File: src/rtl/bin_to_bcd.sv
// Binary to packed-BCD converter (double-dabble) with registered outputs.
// Define BIN2BCD_ITER_EN for the iterative one-step-per-cycle FSM build.
module bin_to_bcd #(
  parameter int BIN_W  = 8,
  parameter int DIGITS = 3
) (
  input  logic                  clk,
  input  logic                  rst_n,
  input  logic [BIN_W-1:0]      bin,
  input  logic                  in_valid,
  output logic                  in_ready,
  output logic [4*DIGITS-1:0]   bcd,
  output logic                  out_valid,
  output logic                  overflow
);

  // ceil(BIN_W/3) digits always hold 2**BIN_W-1, since 8**k < 10**k
  localparam int NAT_D = (BIN_W + 2) / 3;
  localparam int ALL_D = (NAT_D > DIGITS) ? NAT_D : DIGITS;
  localparam int ALL_W = 4 * ALL_D;
  localparam int BCD_W = 4 * DIGITS;

  function automatic logic [ALL_W-1:0] dd_step(input logic [ALL_W-1:0] dig, input logic b);
    logic [ALL_W-1:0] t;
    t = dig;
    for (int d = 0; d < ALL_D; d++) begin
      if (t[4*d +: 4] >= 4'd5) t[4*d +: 4] = t[4*d +: 4] + 4'd3;
    end
    return {t[ALL_W-2:0], b};
  endfunction

  logic [1:0] rst_sync_q, rst_sync_d;
  logic       rst_int_n;

  always_comb rst_sync_d = {rst_sync_q[0], 1'b1};

  always_ff @(posedge clk or negedge rst_n) begin
    if (!rst_n) rst_sync_q <= '0;
    else        rst_sync_q <= rst_sync_d;
  end

  assign rst_int_n = rst_sync_q[1];

  logic [BCD_W-1:0] bcd_q, bcd_d;
  logic             ovf_q, ovf_d;
  logic             out_valid_q, out_valid_d;

  assign bcd       = bcd_q;
  assign overflow  = ovf_q;
  assign out_valid = out_valid_q;

`ifdef BIN2BCD_ITER_EN
  typedef enum logic [1:0] {IDLE, SHIFT, DONE} state_t;
  localparam int CNT_W = $clog2(BIN_W + 1);

  state_t           state_q, state_d;
  logic [CNT_W-1:0] cnt_q, cnt_d;
  logic [BIN_W-1:0] shreg_q, shreg_d;
  logic [ALL_W-1:0] dig_q, dig_d;

  assign in_ready = (state_q == IDLE);

  always_comb begin
    state_d     = state_q;
    cnt_d       = cnt_q;
    shreg_d     = shreg_q;
    dig_d       = dig_q;
    bcd_d       = bcd_q;
    ovf_d       = ovf_q;
    out_valid_d = 1'b0;
    case (state_q)
      IDLE: begin
        if (in_valid) begin
          shreg_d = bin;
          dig_d   = '0;
          cnt_d   = CNT_W'(BIN_W - 1);
          state_d = SHIFT;
        end
      end
      SHIFT: begin
        dig_d   = dd_step(dig_q, shreg_q[BIN_W-1]);
        shreg_d = shreg_q << 1;
        if (cnt_q == '0) state_d = DONE;
        else             cnt_d   = cnt_q - 1'b1;
      end
      DONE: begin
        bcd_d       = dig_q[BCD_W-1:0];
        ovf_d       = |(dig_q >> BCD_W);
        out_valid_d = 1'b1;
        state_d     = IDLE;
      end
      default: state_d = IDLE;
    endcase
  end

  always_ff @(posedge clk or negedge rst_int_n) begin
    if (!rst_int_n) begin
      state_q     <= IDLE;
      cnt_q       <= '0;
      shreg_q     <= '0;
      dig_q       <= '0;
      bcd_q       <= '0;
      ovf_q       <= 1'b0;
      out_valid_q <= 1'b0;
    end else begin
      state_q     <= state_d;
      cnt_q       <= cnt_d;
      shreg_q     <= shreg_d;
      dig_q       <= dig_d;
      bcd_q       <= bcd_d;
      ovf_q       <= ovf_d;
      out_valid_q <= out_valid_d;
    end
  end
`else
  logic [ALL_W-1:0] dig;

  assign in_ready = 1'b1;

  always_comb begin
    dig = '0;
    for (int i = BIN_W - 1; i >= 0; i--) dig = dd_step(dig, bin[i]);
    bcd_d       = dig[BCD_W-1:0];
    ovf_d       = |(dig >> BCD_W);
    out_valid_d = in_valid;
  end

  always_ff @(posedge clk or negedge rst_int_n) begin
    if (!rst_int_n) begin
      bcd_q       <= '0;
      ovf_q       <= 1'b0;
      out_valid_q <= 1'b0;
    end else begin
      bcd_q       <= bcd_d;
      ovf_q       <= ovf_d;
      out_valid_q <= out_valid_d;
    end
  end
`endif

endmodule

File: config.mk
export PLATFORM = sky130hd
export DESIGN_NAME = bin_to_bcd
export DESIGN_NICKNAME = d
export VERILOG_FILES = /design/src/rtl/bin_to_bcd.sv
export SDC_FILE = /design/constraint.sdc
export NUM_CORES = 1
export LEC_CHECK = 0
export ABC_AREA = 1
export CORE_MARGIN = 3
export CORE_UTILIZATION = 30
export DETAILED_ROUTE_END_ITERATION = 8
export PLACE_DENSITY = 0.51
export SLEW_MARGIN = 5
export SYNTH_ARGS = -nofsm -noshare
export SYNTH_HDL_FRONTEND = slang
export SYNTH_SLANG_ARGS = --single-unit
export TNS_END_PERCENT = 100
File: constraint.sdc
create_clock -name clk -period 0.8 [get_ports clk]
set_input_delay 0.12 -clock clk [delete_from_list [all_inputs] [get_ports clk]]
set_output_delay 0.12 -clock clk [all_outputs]
set_load 0.02 [all_outputs]
==> run_results.csv <==
group,metric,value,unit
timing,period_needed,2572,ps
floorplan,io_pins,26,
hold_path,min-delay-path-class,"in2async",
detailed_routing,vias,1297,
cts,cts_root_buffer,"clkbuf_8",
timing,finalSetupViolCount,20,
synthesis,synthTopCellsByCount,"55 x nand2_1, 23 x inv_1, 17 x nand3_1",
floorplan,dieWidth,68.98,µm
synthesis,yosys_warnings,0,
cells_and_area,nNetsFinal,265,
synthesis,synthMuxAreaShare,0,
timing,hold_viol,0,
cts,clk_path_buf_depth,2,
synthesis,synth_edf_count,0,
synthesis,ys_top_cells_by_area,"dfrtp_1 27%, nand2_1 17%, ha_1 8.4%, inv_1 7.3%, nand3_1 7.2%",
setup_path,slowest_delay,180,ps
cts,cts_max_level,1,
synthesis,synthAdderAreaFrac,0.08412,
run_status,outcome,"finished with violations",
cells_and_area,seqCellArea,325.3,µm²
synthesis,yosysSeqAreaShare,0.2734,
floorplan,initial_utilization,0.3178,
detailed_routing,viasPerCell,4.427,
synthesis,yosysUniqueCellTypes,22,
setup_path,arrival,2700,ps
detailed_routing,drtIter0Drc,36,
synthesis,syn-cell-area,1190,µm²
grt,grt_pass1_wl,4733,µm
timing,holdWs,40.41,ps
timing,slew_violations,0,
floorplan,dieArea,4758,µm²
place,post-dp-hpwl,2198,µm
cells_and_area,antenna_cells,0,
grt,grt_util_all_layers,0.1279,
cells_and_area,design_area,2232,µm²
floorplan,die_h,68.98,µm
timing,setup_ws,-1772,ps
cells_and_area,layout-drive-gt1-share,0.6204,
cts,clkTransAtPathRegs,50,ps
timing,finalCritPeriodShare,3.215,
detailed_routing,drc,0,
setup_path,slowest_stage,"o21ai_4",
detailed_routing,postRouteAntennaNets,0,
cells_and_area,fillers,335,
cts,clk_latency,240,ps
synthesis,synth_largest_area_cell,"dfrtp_1",
detailed_routing,drt-pass1-iter-count,4,
cts,cts_tree,"yes",
setup_path,end_kind,"flop",
place,placedCellCount,273,
synthesis,synth.most_common_cell,"nand2_1",
power,power_density,1997,nW/µm²
synthesis,async_reset_ff_frac,1.000,
cells_and_area,instances_no_fill,293,
place,dpl-instance-area,1800,µm²
setup_path,critPathLaunchType,"input port",
cells_and_area,area_growth,87.59,%
synthesis,syn_area_per_cell,7.083,µm²
synthesis,synth-simple-area-share,0.4784,
run,drv_cap,0,
power,leakagePower,1.152,nW
synthesis,synthFlopType,"dfrtp_1",
run_status,violations,"negative setup slack",
setup_path,regToRegSetupSlack,340,ps
grt,overflow,0,
synthesis,ys_ff_latch,13,
synthesis,yosysTopAreaCellShare,0.2734,
floorplan,rows,22,
synthesis,synth_xor_area_frac,0.01472,
timing,rsz0062_at_grt,"true",
synthesis,synth_top_family_by_area,"simple AND/OR/NAND/NOR gates",
timing,fin_skew,1.686,ps
grt,grt_pass1_vias,1212,
cells_and_area,multi_input_area,1045,µm²
place,numPortBuffers,21,
cts,cts_buffers,3,
setup_path,cp_common_cell,"nand2_4",
synthesis,syn_inst,168,
setup_path,worstPathMaxFanout,5,
place,gp_congestion,0.7690,
cts,cts.sinks,13,
power,ir_worst_vdd,795.0,µV
cts,holdBufCountCts,0,
timing,max_freq,388.8,MHz
synthesis,synth-compound-area-share,0.02944,
place,pre_cts_ws,-2683,ps
grt,antenna_found_initial,0,
setup_path,critPathKind,"in2reg",
floorplan,core-area,3744,µm²
setup_path,crit_required,920,ps
detailed_routing,drt_wl_total,3103,µm
grt,grt_max_degree,12,
detailed_routing,post_drt_wl_per_cell,10.59,µm
[routing by layer]
layer  up-vias  track usage  part of all wire
met1       601       0.1388              0.37
met4         0      0.03650             0.022
met2        26       0.2500              0.57
met3         9      0.02107             0.040
met5         -            0                 0
li1        661            -                 -
[registers in the layout, summed over array words and instances, names as in the netlist]
name and count:
out_valid 1, rst_sync_q 2, bcd 10
[layout by cell type, fill, tap and decap left out]
| cell type | netlist | routed |
|---|---|---|
| buf_4 | 4 | 52 |
| nand2_1 | 55 | 31 |
| nand2_2 | 11 | 22 |
| nand2_4 | 4 | 17 |
| inv_1 | 23 | 15 |
| dfrtp_1 | 13 | 13 |
| buf_6 | 0 | 13 |
| nand3_1 | 17 | 12 |
| inv_2 | 5 | 10 |
| nand3_4 | 1 | 7 |
| ha_4 | 0 | 6 |
| clkdlybuf4s50_1 | 0 | 6 |
| nand3_2 | 6 | 5 |
| conb_1 | 2 | 5 |
| nor2_4 | 3 | 4 |
| nor2_2 | 2 | 3 |
| clkbuf_8 | 0 | 3 |
| inv_4 | 0 | 2 |
| nor2_1 | 4 | 2 |
| nand4_1 | 2 | 2 |
| xor2_1 | 2 | 2 |
| ha_1 | 8 | 2 |
| inv_16 | 0 | 1 |
| nand4_4 | 0 | 1 |
| o21ai_0 | 2 | 1 |
| o21ai_4 | 0 | 1 |
| a21oi_2 | 0 | 1 |
| a21boi_2 | 1 | 1 |
| o21ai_2 | 1 | 1 |
| clkbuf_1 | 0 | 1 |
| dlygate4sd2_1 | 0 | 1 |
| buf_12 | 0 | 1 |
| buf_2 | 0 | 1 |
[through the flow]
step                TNS (ps)  power (mW)  utilization
floorplan             -15540       2.283            -
global placement      -24850       3.172       0.4809
detailed placement    -25850       3.242       0.4809
CTS                   -16020       4.142       0.5445
global route          -17320       4.799       0.5963
finish                -15730       4.458       0.5963
[cells by family (layout without fill, tap and decap cells)]
kind of cell	Yosys count	count (layout)
buffers and inverters	32	106
flip-flops	13	13
XOR/XNOR	2	2
AND/OR/NAND/NOR	106	106
adder cells (fa/ha/maj)	8	8
AO/OA/AOI/OAI	5	5
other	2	5
[what timing repair did]
action | 4_1_cts | 5_1_grt
pin swaps | 25 | 28
hold endpoints to repair | 0 | 0
setup endpoints to repair | 20 | 20
gates resized for setup | 106 | 43
setup buffers | 14 | 3
[final cells by class]
| class | count | area share |
|---|---|---|
| Sequential cell | 13 | 0.1457 |
| Tap cell | 48 | 0.02691 |
| Inverter | 28 | 0.05661 |
| Multi-Input combinational cell | 126 | 0.4680 |
| Timing Repair Buffer | 74 | 0.2825 |
| Clock buffer | 4 | 0.02018 |
[critical path: cells and delay by family]
family	cells	cell delay [ps]
and+or+nand+nor	17	1300
buffers and inverters	6	310
AOI/OAI and AO/OA	2	340
adders and majority gates	4	590
[path summary, 6_finish.rpt]
| path | cells after the start | endpoint | start |
|---|---|---|---|
| setup reg to reg | 0 | out_valid | rst_sync_q[1] |
| hold reg to reg | 0 | bcd[5] | rst_sync_q[1] |
| setup / recovery | 29 | bcd[7] | bin[6] |
| hold / removal | 1 | rst_sync_q[1] | rst_n |
| min in group clk | 1 | out_valid | in_valid |
| max in group asynchronous | 0 | out_valid | rst_sync_q[1] |
[report_power, final]
part	internal [mW]	switching, mW	total, mW
sequential	0.856	0.0988	0.955
clock	0.350	0.205	0.555
combinational	1.39	1.56	2.95
total	2.60	1.86	4.46
No activity file was read; power rests on OpenSTA's default activity.
